[src/rtl/ipv4_frame_tx_if.sv]
// rtl/ipv4_frame_tx_if.sv - accelerator request and MAC byte stream bundle for ipv4_frame_tx
interface ipv4_frame_tx_if;
    logic [31:0] ACCELERATOR_IP_ADDRESS;
    logic [47:0] ACCELERATOR_MAC_ADDRESS;
    logic [31:0] RECIPIENT_IP_ADDRESS;
    logic [47:0] RECIPIENT_MAC_ADDRESS;
    logic [9:0]  RECIPIENT_MESSAGE;
    logic        START_IP_TXN;
    logic        READY_FOR_SEND;
    logic [7:0]  MAC_DATA_OUT;
    logic        MAC_DATA_READY;
    logic        MAC_DATA_VALID;
    logic        MAC_DATA_LAST;
    logic        MAC_DATA_TUSER;

    // Frame transmitter view: takes the request, produces the byte stream.
    modport master (
        input  ACCELERATOR_IP_ADDRESS,
        input  ACCELERATOR_MAC_ADDRESS,
        input  RECIPIENT_IP_ADDRESS,
        input  RECIPIENT_MAC_ADDRESS,
        input  RECIPIENT_MESSAGE,
        input  START_IP_TXN,
        output READY_FOR_SEND,
        output MAC_DATA_OUT,
        input  MAC_DATA_READY,
        output MAC_DATA_VALID,
        output MAC_DATA_LAST,
        output MAC_DATA_TUSER
    );

    // Accelerator/MAC view: issues the request, consumes the byte stream.
    modport slave (
        output ACCELERATOR_IP_ADDRESS,
        output ACCELERATOR_MAC_ADDRESS,
        output RECIPIENT_IP_ADDRESS,
        output RECIPIENT_MAC_ADDRESS,
        output RECIPIENT_MESSAGE,
        output START_IP_TXN,
        input  READY_FOR_SEND,
        input  MAC_DATA_OUT,
        output MAC_DATA_READY,
        input  MAC_DATA_VALID,
        input  MAC_DATA_LAST,
        input  MAC_DATA_TUSER
    );
endinterface

[src/rtl/ipv4_frame_tx.sv]
// rtl/ipv4_frame_tx.sv - serialises a fixed 64-byte Ethernet II / IPv4 frame onto a byte stream
module ipv4_frame_tx #(
    parameter int FRAME_BYTES = 64
) (
    input  logic             ACLK,
    input  logic             ARESET,
    ipv4_frame_tx_if.master  tx
);

    localparam logic [5:0] LAST_IDX = 6'(FRAME_BYTES - 1);

    typedef enum logic [1:0] {
        IDLE = 2'd0,
        SEND = 2'd1,
        DONE = 2'd2
    } state_t;

    state_t      state_q;
    logic [5:0]  idx_q;
    logic [7:0]  data_q;
    logic        valid_q;
    logic        last_q;
    logic        rfs_q;

    logic [31:0] src_ip_q;
    logic [47:0] src_mac_q;
    logic [31:0] dst_ip_q;
    logic [47:0] dst_mac_q;
    logic [9:0]  msg_q;

    logic [7:0]  byte_d;

    // Header checksum: the constant header words plus both addresses, then
    // two end-around carry folds (the second can only add a single carry).
    logic [19:0] csum_acc;
    logic [16:0] csum_fold1;
    logic [15:0] csum_fold2;
    logic [15:0] csum;

    assign csum_acc   = 20'h04500 + 20'h00016 + 20'h00000 + 20'h00000 + 20'h08004
                      + {4'h0, src_ip_q[31:16]} + {4'h0, src_ip_q[15:0]}
                      + {4'h0, dst_ip_q[31:16]} + {4'h0, dst_ip_q[15:0]};
    assign csum_fold1 = {1'b0, csum_acc[15:0]} + {13'h0, csum_acc[19:16]};
    assign csum_fold2 = csum_fold1[15:0] + {15'h0, csum_fold1[16]};
    assign csum       = ~csum_fold2;

    // Frame byte selected by the current index from the latched fields.
    always_comb begin
        byte_d = 8'h00;
        case (idx_q)
            6'd0:  byte_d = dst_mac_q[47:40];
            6'd1:  byte_d = dst_mac_q[39:32];
            6'd2:  byte_d = dst_mac_q[31:24];
            6'd3:  byte_d = dst_mac_q[23:16];
            6'd4:  byte_d = dst_mac_q[15:8];
            6'd5:  byte_d = dst_mac_q[7:0];
            6'd6:  byte_d = src_mac_q[47:40];
            6'd7:  byte_d = src_mac_q[39:32];
            6'd8:  byte_d = src_mac_q[31:24];
            6'd9:  byte_d = src_mac_q[23:16];
            6'd10: byte_d = src_mac_q[15:8];
            6'd11: byte_d = src_mac_q[7:0];
            6'd12: byte_d = 8'h08;
            6'd13: byte_d = 8'h00;
            6'd14: byte_d = 8'h45;
            6'd15: byte_d = 8'h00;
            6'd16: byte_d = 8'h00;
            6'd17: byte_d = 8'h16;
            6'd22: byte_d = 8'h80;
            6'd23: byte_d = 8'h04;
            6'd24: byte_d = csum[15:8];
            6'd25: byte_d = csum[7:0];
            6'd26: byte_d = src_ip_q[31:24];
            6'd27: byte_d = src_ip_q[23:16];
            6'd28: byte_d = src_ip_q[15:8];
            6'd29: byte_d = src_ip_q[7:0];
            6'd30: byte_d = dst_ip_q[31:24];
            6'd31: byte_d = dst_ip_q[23:16];
            6'd32: byte_d = dst_ip_q[15:8];
            6'd33: byte_d = dst_ip_q[7:0];
            6'd34: byte_d = {6'b0, msg_q[9:8]};
            6'd35: byte_d = msg_q[7:0];
            default: byte_d = 8'h00;
        endcase
    end

    // Frame sequencer: latch on start, emit one byte per accepted cycle, then
    // spend one cycle in DONE before reopening for the next request.
    always_ff @(posedge ACLK or posedge ARESET) begin
        if (ARESET) begin
            state_q   <= IDLE;
            idx_q     <= 6'd0;
            data_q    <= 8'h00;
            valid_q   <= 1'b0;
            last_q    <= 1'b0;
            rfs_q     <= 1'b1;
            src_ip_q  <= 32'h0;
            src_mac_q <= 48'h0;
            dst_ip_q  <= 32'h0;
            dst_mac_q <= 48'h0;
            msg_q     <= 10'h0;
        end else begin
            case (state_q)
                IDLE: begin
                    if (tx.START_IP_TXN) begin
                        src_ip_q  <= tx.ACCELERATOR_IP_ADDRESS;
                        src_mac_q <= tx.ACCELERATOR_MAC_ADDRESS;
                        dst_ip_q  <= tx.RECIPIENT_IP_ADDRESS;
                        dst_mac_q <= tx.RECIPIENT_MAC_ADDRESS;
                        msg_q     <= tx.RECIPIENT_MESSAGE;
                        idx_q     <= 6'd0;
                        data_q    <= 8'h00;
                        last_q    <= 1'b0;
                        valid_q   <= 1'b1;
                        rfs_q     <= 1'b0;
                        state_q   <= SEND;
                    end
                end
                SEND: begin
                    if (tx.MAC_DATA_READY) begin
                        data_q <= byte_d;
                        last_q <= (idx_q == LAST_IDX);
                        idx_q  <= idx_q + 6'd1;
                        if (idx_q == LAST_IDX) begin
                            state_q <= DONE;
                        end
                    end else begin
                        data_q <= 8'h00;
                        last_q <= 1'b0;
                    end
                end
                DONE: begin
                    data_q  <= 8'h00;
                    last_q  <= 1'b0;
                    valid_q <= 1'b0;
                    rfs_q   <= 1'b1;
                    state_q <= IDLE;
                end
                default: begin
                    state_q <= IDLE;
                end
            endcase
        end
    end

    assign tx.READY_FOR_SEND = rfs_q;
    assign tx.MAC_DATA_OUT   = data_q;
    assign tx.MAC_DATA_VALID = valid_q;
    assign tx.MAC_DATA_LAST  = last_q;
    assign tx.MAC_DATA_TUSER = 1'b0;

endmodule

[src/flat_wrapper.sv]
// flat-port wrapper written by rule: the top's interface ports become plain ports
module ipv4_frame_tx_flat 
#(
    parameter int FRAME_BYTES = 64
)
  (ACLK, ARESET, tx_ACCELERATOR_IP_ADDRESS, tx_ACCELERATOR_MAC_ADDRESS, tx_RECIPIENT_IP_ADDRESS, tx_RECIPIENT_MAC_ADDRESS, tx_RECIPIENT_MESSAGE, tx_START_IP_TXN, tx_READY_FOR_SEND, tx_MAC_DATA_OUT, tx_MAC_DATA_READY, tx_MAC_DATA_VALID, tx_MAC_DATA_LAST, tx_MAC_DATA_TUSER);
  ipv4_frame_tx_if tx_i ();
  input  logic ACLK;
  input  logic ARESET;
  input wire logic [$bits(tx_i.ACCELERATOR_IP_ADDRESS)-1:0] tx_ACCELERATOR_IP_ADDRESS;
  input wire logic [$bits(tx_i.ACCELERATOR_MAC_ADDRESS)-1:0] tx_ACCELERATOR_MAC_ADDRESS;
  input wire logic [$bits(tx_i.RECIPIENT_IP_ADDRESS)-1:0] tx_RECIPIENT_IP_ADDRESS;
  input wire logic [$bits(tx_i.RECIPIENT_MAC_ADDRESS)-1:0] tx_RECIPIENT_MAC_ADDRESS;
  input wire logic [$bits(tx_i.RECIPIENT_MESSAGE)-1:0] tx_RECIPIENT_MESSAGE;
  input wire logic [$bits(tx_i.START_IP_TXN)-1:0] tx_START_IP_TXN;
  output wire logic [$bits(tx_i.READY_FOR_SEND)-1:0] tx_READY_FOR_SEND;
  output wire logic [$bits(tx_i.MAC_DATA_OUT)-1:0] tx_MAC_DATA_OUT;
  input wire logic [$bits(tx_i.MAC_DATA_READY)-1:0] tx_MAC_DATA_READY;
  output wire logic [$bits(tx_i.MAC_DATA_VALID)-1:0] tx_MAC_DATA_VALID;
  output wire logic [$bits(tx_i.MAC_DATA_LAST)-1:0] tx_MAC_DATA_LAST;
  output wire logic [$bits(tx_i.MAC_DATA_TUSER)-1:0] tx_MAC_DATA_TUSER;
  assign tx_i.ACCELERATOR_IP_ADDRESS = tx_ACCELERATOR_IP_ADDRESS;
  assign tx_i.ACCELERATOR_MAC_ADDRESS = tx_ACCELERATOR_MAC_ADDRESS;
  assign tx_i.RECIPIENT_IP_ADDRESS = tx_RECIPIENT_IP_ADDRESS;
  assign tx_i.RECIPIENT_MAC_ADDRESS = tx_RECIPIENT_MAC_ADDRESS;
  assign tx_i.RECIPIENT_MESSAGE = tx_RECIPIENT_MESSAGE;
  assign tx_i.START_IP_TXN = tx_START_IP_TXN;
  assign tx_READY_FOR_SEND = tx_i.READY_FOR_SEND;
  assign tx_MAC_DATA_OUT = tx_i.MAC_DATA_OUT;
  assign tx_i.MAC_DATA_READY = tx_MAC_DATA_READY;
  assign tx_MAC_DATA_VALID = tx_i.MAC_DATA_VALID;
  assign tx_MAC_DATA_LAST = tx_i.MAC_DATA_LAST;
  assign tx_MAC_DATA_TUSER = tx_i.MAC_DATA_TUSER;
  ipv4_frame_tx #(.FRAME_BYTES(FRAME_BYTES)) u_core (.ACLK(ACLK), .ARESET(ARESET), .tx(tx_i));
endmodule
[config.mk]
export PLATFORM = sky130hd
export DESIGN_NAME = ipv4_frame_tx_flat
export DESIGN_NICKNAME = d
export VERILOG_FILES = /design/src/rtl/ipv4_frame_tx_if.sv /design/src/rtl/ipv4_frame_tx.sv /design/src/flat_wrapper.sv
export SDC_FILE = /design/constraint.sdc
export NUM_CORES = 1
export LEC_CHECK = 0
export BUFFER_PORTS_ARGS = -buffer_cell sky130_fd_sc_hd__clkbuf_2
export CORE_MARGIN = 2
export CORE_UTILIZATION = 40
export CTS_CLUSTER_DIAMETER = 120
export CTS_CLUSTER_SIZE = 14
export DETAILED_ROUTE_END_ITERATION = 10
export GPL_ROUTABILITY_DRIVEN = 0
export GPL_TIMING_DRIVEN = 1
export SLEW_MARGIN = 20
export SYNTH_ARGS = -nofsm -noshare
export SYNTH_HDL_FRONTEND = slang
export SYNTH_SLANG_ARGS = --single-unit
export TNS_END_PERCENT = 50
[constraint.sdc]
create_clock -name ACLK -period 15.2 [get_ports ACLK]
set_input_delay 0.76 -clock ACLK [delete_from_list [all_inputs] [get_ports ACLK]]
set_output_delay 0.76 -clock ACLK [all_outputs]
set_load 0.1 [all_outputs]
## Yosys cells after proc, flatten, opt, wreduce, memory -nomap -nowiden

Index checks and enable logic that the tools add are counted.

- Bits in registers: 189
- Input port bits: 174
- Output and inout port bits: 12
- Word-level logic and storage cells: 80

- Add/subtract/negate cells: 7
- Equal/unequal tests: 34
- Multiplexer cells: 17
- Bitwise operators: 1
- Reduce and logical (&&, ||, !) cells: 10

Operators by type and width:

| kind | number |
|---|---|
| 8-bit one-hot mux with 29 select lines | 1 |
| 6-bit by 5-bit equality test with 1-bit output (second input constant) | 11 |
| 20-bit by 16-bit adder with 20-bit output | 3 |
| 6-bit by 4-bit equality test with 1-bit output (second input constant) | 6 |
| 6-bit equality test (second input constant) | 5 |
| 6-bit by 3-bit equality test with 1-bit output (second input constant) | 4 |
| 8-bit one-hot mux with 3 select lines | 1 |
| 16-bit by 16-bit adder with 17-bit output (first input constant) | 1 |
| 16-bit by 4-bit adder with 17-bit output | 1 |
| 16-bit by 1-bit adder with 16-bit output | 1 |
| 8-bit two-way mux | 2 |
| 16-bit inverter | 1 |
| 6-bit by 2-bit equality test with 1-bit output (second input constant) | 2 |
| 6-bit two-way mux | 2 |
| 6-bit one-hot mux with 2 select lines | 1 |
| 6-bit by 1-bit adder with 6-bit output (second input constant) | 1 |
| 6-bit by 1-bit equality test with 1-bit output (second input constant) | 1 |
| 6-bit logical NOT | 1 |
| 2-bit two-way mux | 3 |
| 2-bit AND reduction | 3 |
| 3-bit AND reduction | 2 |
| 2-bit inequality test (second input constant) | 2 |
| 1-bit one-hot mux with 2 select lines | 2 |
| 2-bit one-hot mux with 2 select lines | 1 |
| other kinds (8) | 11 |

## Longest topological paths before layout

- Depth after elaboration: 10
- Depth in mapped cells: 33
- Depth with buffers taken out: 33

## Worst setup path after synthesis

OpenSTA, ideal clock, no wires.

- Path kind: reg-to-reg
- Start: reg u_core.src_ip_q[17]
- End: reg u_core.data_q[4] (netlist: u_core.tx.MAC_DATA_OUT[4])
- Library setup time: 0.126 ns
- Arrival: 7.316 ns
- Required time: 15.074 ns
- Setup slack: 7.758 ns
- Cell stages (with the launch flop): 33
- Buffers on the path: 0
- Period minus slack after synthesis: 7.442 ns
- Cells stage by stage: dfrtp_1 -> ha_1 -> nor3_1 -> o21bai_1 -> a21oi_1 -> xnor2_1 -> fa_1 -> inv_1 -> fa_1 -> inv_1 -> ha_1 -> and4_1 -> o2bb2ai_1 -> a31oi_1 -> a21oi_1 -> a21oi_1 -> o21bai_1 -> xor2_1 -> ha_1 -> fa_1 -> a21oi_1 -> nor2_1 -> nand2_2 -> or4_4 -> nor4b_1 -> ha_1 -> and3_1 -> nor2b_1 -> o2111ai_1 -> a31oi_2 -> a21bo_2 -> xnor2_1 -> a221o_1

- Cells in the longest elaborated chain, start to end: 10

Ends and longest elaborated chain:

| item | RTL line | text |
|---|---|---|
| from (decl) | ipv4_frame_tx.sv:25 | `logic [31:0] src_ip_q;` |
| from (signal assigned) | ipv4_frame_tx.sv:106 | `src_ip_q <= tx.ACCELERATOR_IP_ADDRESS;` |
| 16-bit by 16-bit adder with 17-bit output | ipv4_frame_tx.sv:41 | `+ {4'h0, src_ip_q[31:16]} + {4'h0, src_ip_q[15:0]}` |
| 20-bit by 16-bit adder with 20-bit output | ipv4_frame_tx.sv:41 |  |
| 20-bit by 16-bit adder with 20-bit output (2 in a row) | ipv4_frame_tx.sv:42 | `+ {4'h0, dst_ip_q[31:16]} + {4'h0, dst_ip_q[15:0]};` |
| 16-bit by 4-bit adder with 17-bit output | ipv4_frame_tx.sv:43 | `assign csum_fold1 = {1'b0, csum_acc[15:0]} + {13'h0, csum_acc[19:16]};` |
| 16-bit by 1-bit adder with 16-bit output | ipv4_frame_tx.sv:44 | `assign csum_fold2 = csum_fold1[15:0] + {15'h0, csum_fold1[16]};` |
| 16-bit inverter | ipv4_frame_tx.sv:45 | `assign csum = ~csum_fold2;` |
| 8-bit one-hot mux with 29 select lines | ipv4_frame_tx.sv:50 | `case (idx_q)` |
| 8-bit two-way mux | ipv4_frame_tx.sv:120 | `if (tx.MAC_DATA_READY) begin` |
| 8-bit one-hot mux with 3 select lines | ipv4_frame_tx.sv:103 | `case (state_q)` |
| to (signal assigned) | ipv4_frame_tx.sv:121 | `data_q <= byte_d;` |
| to (decl) | ipv4_frame_tx.sv:20 | `logic [7:0] data_q;` |

Every way passes these cells.
A chain may end at the register's enable or synchronous reset.

## Final worst setup path

Ends and elaborated chain as after synthesis.

==> impl_metrics.csv <==
group,metric,value,unit
floorplan,die_w,171,µm
grt,gr-usage-met1,35.7,%
floorplan,core-area,27600,µm²
critical_path,crit_fanout,6,
synthesis,synth_common_cells,"502 x nand2_1, 188 x dfrtp_1, 79 x inv_1",
synthesis,syn_inst,1332,
cells_and_area,drive_above_1_share,16.6,%
clocking,cts_max_path_buffers,2,
timing,fin_tns_setup,0,ns
critical_path,worst-endpoint-required,15.53,ns
synthesis,avgSynthCellArea,8.38,µm²
worst_hold_path,hp-class,"in2async",
routing,drc_errors,0,
grt,grt_max_degree,127,
synthesis,yosysSeqAreaShare,42.4,%
clocking,cts_setup_buffers,0,
synthesis,async_flop_share,100,%
grt,grt_use_met2,39.8,%
timing,tightest_slew,1.06,ns
clocking,clock_sinks,189,
critical_path,slowest_stage,"or4_4",
routing,wire_per_inst,19.8,µm
synthesis,synthesis.nets,1567,
place,portBuffers,184,
critical_path,crit_arrival,8.86,ns
critical_path,end_kind,"flip-flop",
synthesis,yosys_warnings,0,
routing,drtAntennaViolNets,0,
critical_path,slowest_delay,0.55,ns
run_status,status,"finished clean",
cells_and_area,fin_nets,1697,
routing,vias,9973,
timing,finalHoldViolations,0,
floorplan,initial_core_util,40.4,%
clocking,clk_latency,0.45,ns
clocking,clkTransAtPathRegs,0.09,ns
routing,drt-pass1-iter-count,5,
clocking,numCtsBuffers,17,
grt,grt_usage,25.6,%
synthesis,ys_types,66,
floorplan,dieHeight,171,µm
critical_path,start_kind,"flip-flop",
grt,grt_busiest_layer,"met2",
timing,slew_viol_final,0,
place,dp_hpwl,28.1,mm
floorplan,ios,186,
synthesis,synth_edf_count,0,
clocking,htree_num_levels,4,
grt,antenna_found_initial,0,
synthesis,synth-main-ff-cell,"dfrtp_1",
synthesis,yosys.area.top_type,"dfrtp_1",
clocking,cts.hold.buffers_added,0,
run,drv_cap,0,
synthesis,syn_area,11200,µm²
grt,grt_pass1_wl,55.6,mm
grt,grt_util_met3,5.74,%
grt,grt-ovfl-total,0,
routing,finalWirelength,36.7,mm
floorplan,dieArea,29300,µm²
synthesis,synth.top_cell.area_share,42.2,%
routing,dr.first_iter.drc_count,1051,
timing,fmax,117,MHz
clocking,cts_tree,"yes",
timing,setup_viol,0,
timing,period_share,56.2,%
clocking,clockRootBuffer,"clkbuf_16",
clocking,cts_resized,0,
timing,period_needed,8.54,ns
cells_and_area,num_antenna_cells,0,
floorplan,std_cell_rows,61,
synthesis,synth.most_common_cell,"nand2_1",
critical_path,setup.worst_path.class,"reg2reg",
routing,vias_per_cell,5.38,
synthesis,ys_top_cells_by_area,"dfrtp_1 42%, nand2_1 17%, fa_1 5.9%",
cells_and_area,area_delta_synth_final,15.9,%
timing,relSlewSlack,29.6,%
timing,finalClockSkew,0.0164,ns
timing,rsz0062_at_grt,"no",
grt,grt_pass1_vias,9650,
synthesis,synth-seq-cells,189,
-- layout by cell type, fill, tap and decap left out, types with 14 or more instances in the layout --
master,n
nand2_1,502
dfrtp_1,188
clkbuf_2,184
inv_1,78
a22oi_1,52
o21ai_0,38
fa_1,33
nor2_1,31
a21oi_1,31
ha_1,28
xnor2_1,27
and3_1,22
xor2_1,19
nand4_1,17
clkbuf_16,17
nor3_1,15
a22o_1,14
a221oi_1,14
-- registers in the layout (all words and copies together) (netlist names) --
name and count:
u_core.dst_ip_q 32, u_core.dst_mac_q 48, u_core.idx_q 6, u_core.msg_q 10, u_core.src_ip_q 32, u_core.src_mac_q 48
u_core.state_q 2, u_core.tx.MAC_DATA_LAST 1, u_core.tx.MAC_DATA_OUT 8, u_core.tx.MAC_DATA_VALID 1, u_core.tx.READY_FOR_SEND 1
-- final cells by class --
cell class	instances	area, µm²
repair buffers	189	966
well taps	378	473
clock buffers	18	439
flip-flops and latches	189	4730
multi-input cells	986	5840
clock inverters	14	180
fillers	2771	14700
inverters	79	304
-- path summary, 6_finish.rpt --
kind                                                   from                               endpoint  slack, ns  cells after the start
max                         u_core.src_ip_q[17]$_DFFE_PP0P_  u_core.tx.MAC_DATA_OUT[4]$_DFFE_PP0P_       6.66                     32
min                                                  ARESET       u_core.src_mac_q[40]$_DFFE_PP0P_       0.40                      2
max reg2reg                 u_core.src_ip_q[17]$_DFFE_PP0P_  u_core.tx.MAC_DATA_OUT[4]$_DFFE_PP0P_       6.66                     32
min reg2reg                u_core.dst_mac_q[47]$_DFFE_PP0P_       u_core.dst_mac_q[47]$_DFFE_PP0P_       0.48                      2
max in group asynchronous                            ARESET            u_core.msg_q[7]$_DFFE_PP0P_      13.60                      3
min in group ACLK          u_core.dst_mac_q[47]$_DFFE_PP0P_       u_core.dst_mac_q[47]$_DFFE_PP0P_       0.48                      2
-- per-stage QoR --
stage | util, % | hold slack (ns) | cells | instance area, µm² | worst slack (ns)
final | 46.8 | 0.395 | 1853 | 12900 | 6.66
after global routing | 46.8 | 0.487 | 1853 | 12900 | 5.99
after CTS | 46.8 | 0.476 | 1853 | 12900 | 6.77
after detailed placement | 44.6 | 0.464 | 1821 | 12300 | 6.80
after global placement | 44.6 | 0.459 | 1821 | 12300 | 7.15
after floorplan | - | 0.438 | 1332 | 11200 | 7.76
-- worst max-delay path, delay by kind of cell (launching register included) --
kind / cells / cell delay (ns)
compound gates: 12 / 2.46
xor+xnor: 3 / 0.44
fa+ha+maj: 7 / 2.34
buf+inv: 2 / 0.09
flops: 1 / 0.45
simple gates: 8 / 2.62
-- layer usage --
metal / part of all wire [%] / vias to the layer above
met5: 0 / -
li1: - / 4685
met1: 44 / 4818
met3: 8.2 / 56
met2: 45 / 414
met4: 2.7 / 0
-- cell families (layout without fill, tap and decap cells) --
| group | count (synthesis) | in the layout | share of synthesized area (%) |
|---|---|---|---|
| AO/OA/AOI/OAI | 218 | 218 | 14.3 |
| XOR/XNOR | 48 | 48 | 3.90 |
| adder cells (fa/ha/maj) | 62 | 62 | 9.15 |
| buffers and inverters | 157 | 300 | 5.33 |
| flip-flops | 189 | 189 | 42.4 |
| multiplexers | 1 | 1 | 0.0897 |
| other | 1 | 1 | 0.0336 |
| AND/OR/NAND/NOR | 656 | 656 | 24.8 |
Power is left out: the tool's default activity adds up to more than one toggle a clock period on the data nets, which glitch-free logic cannot reach.
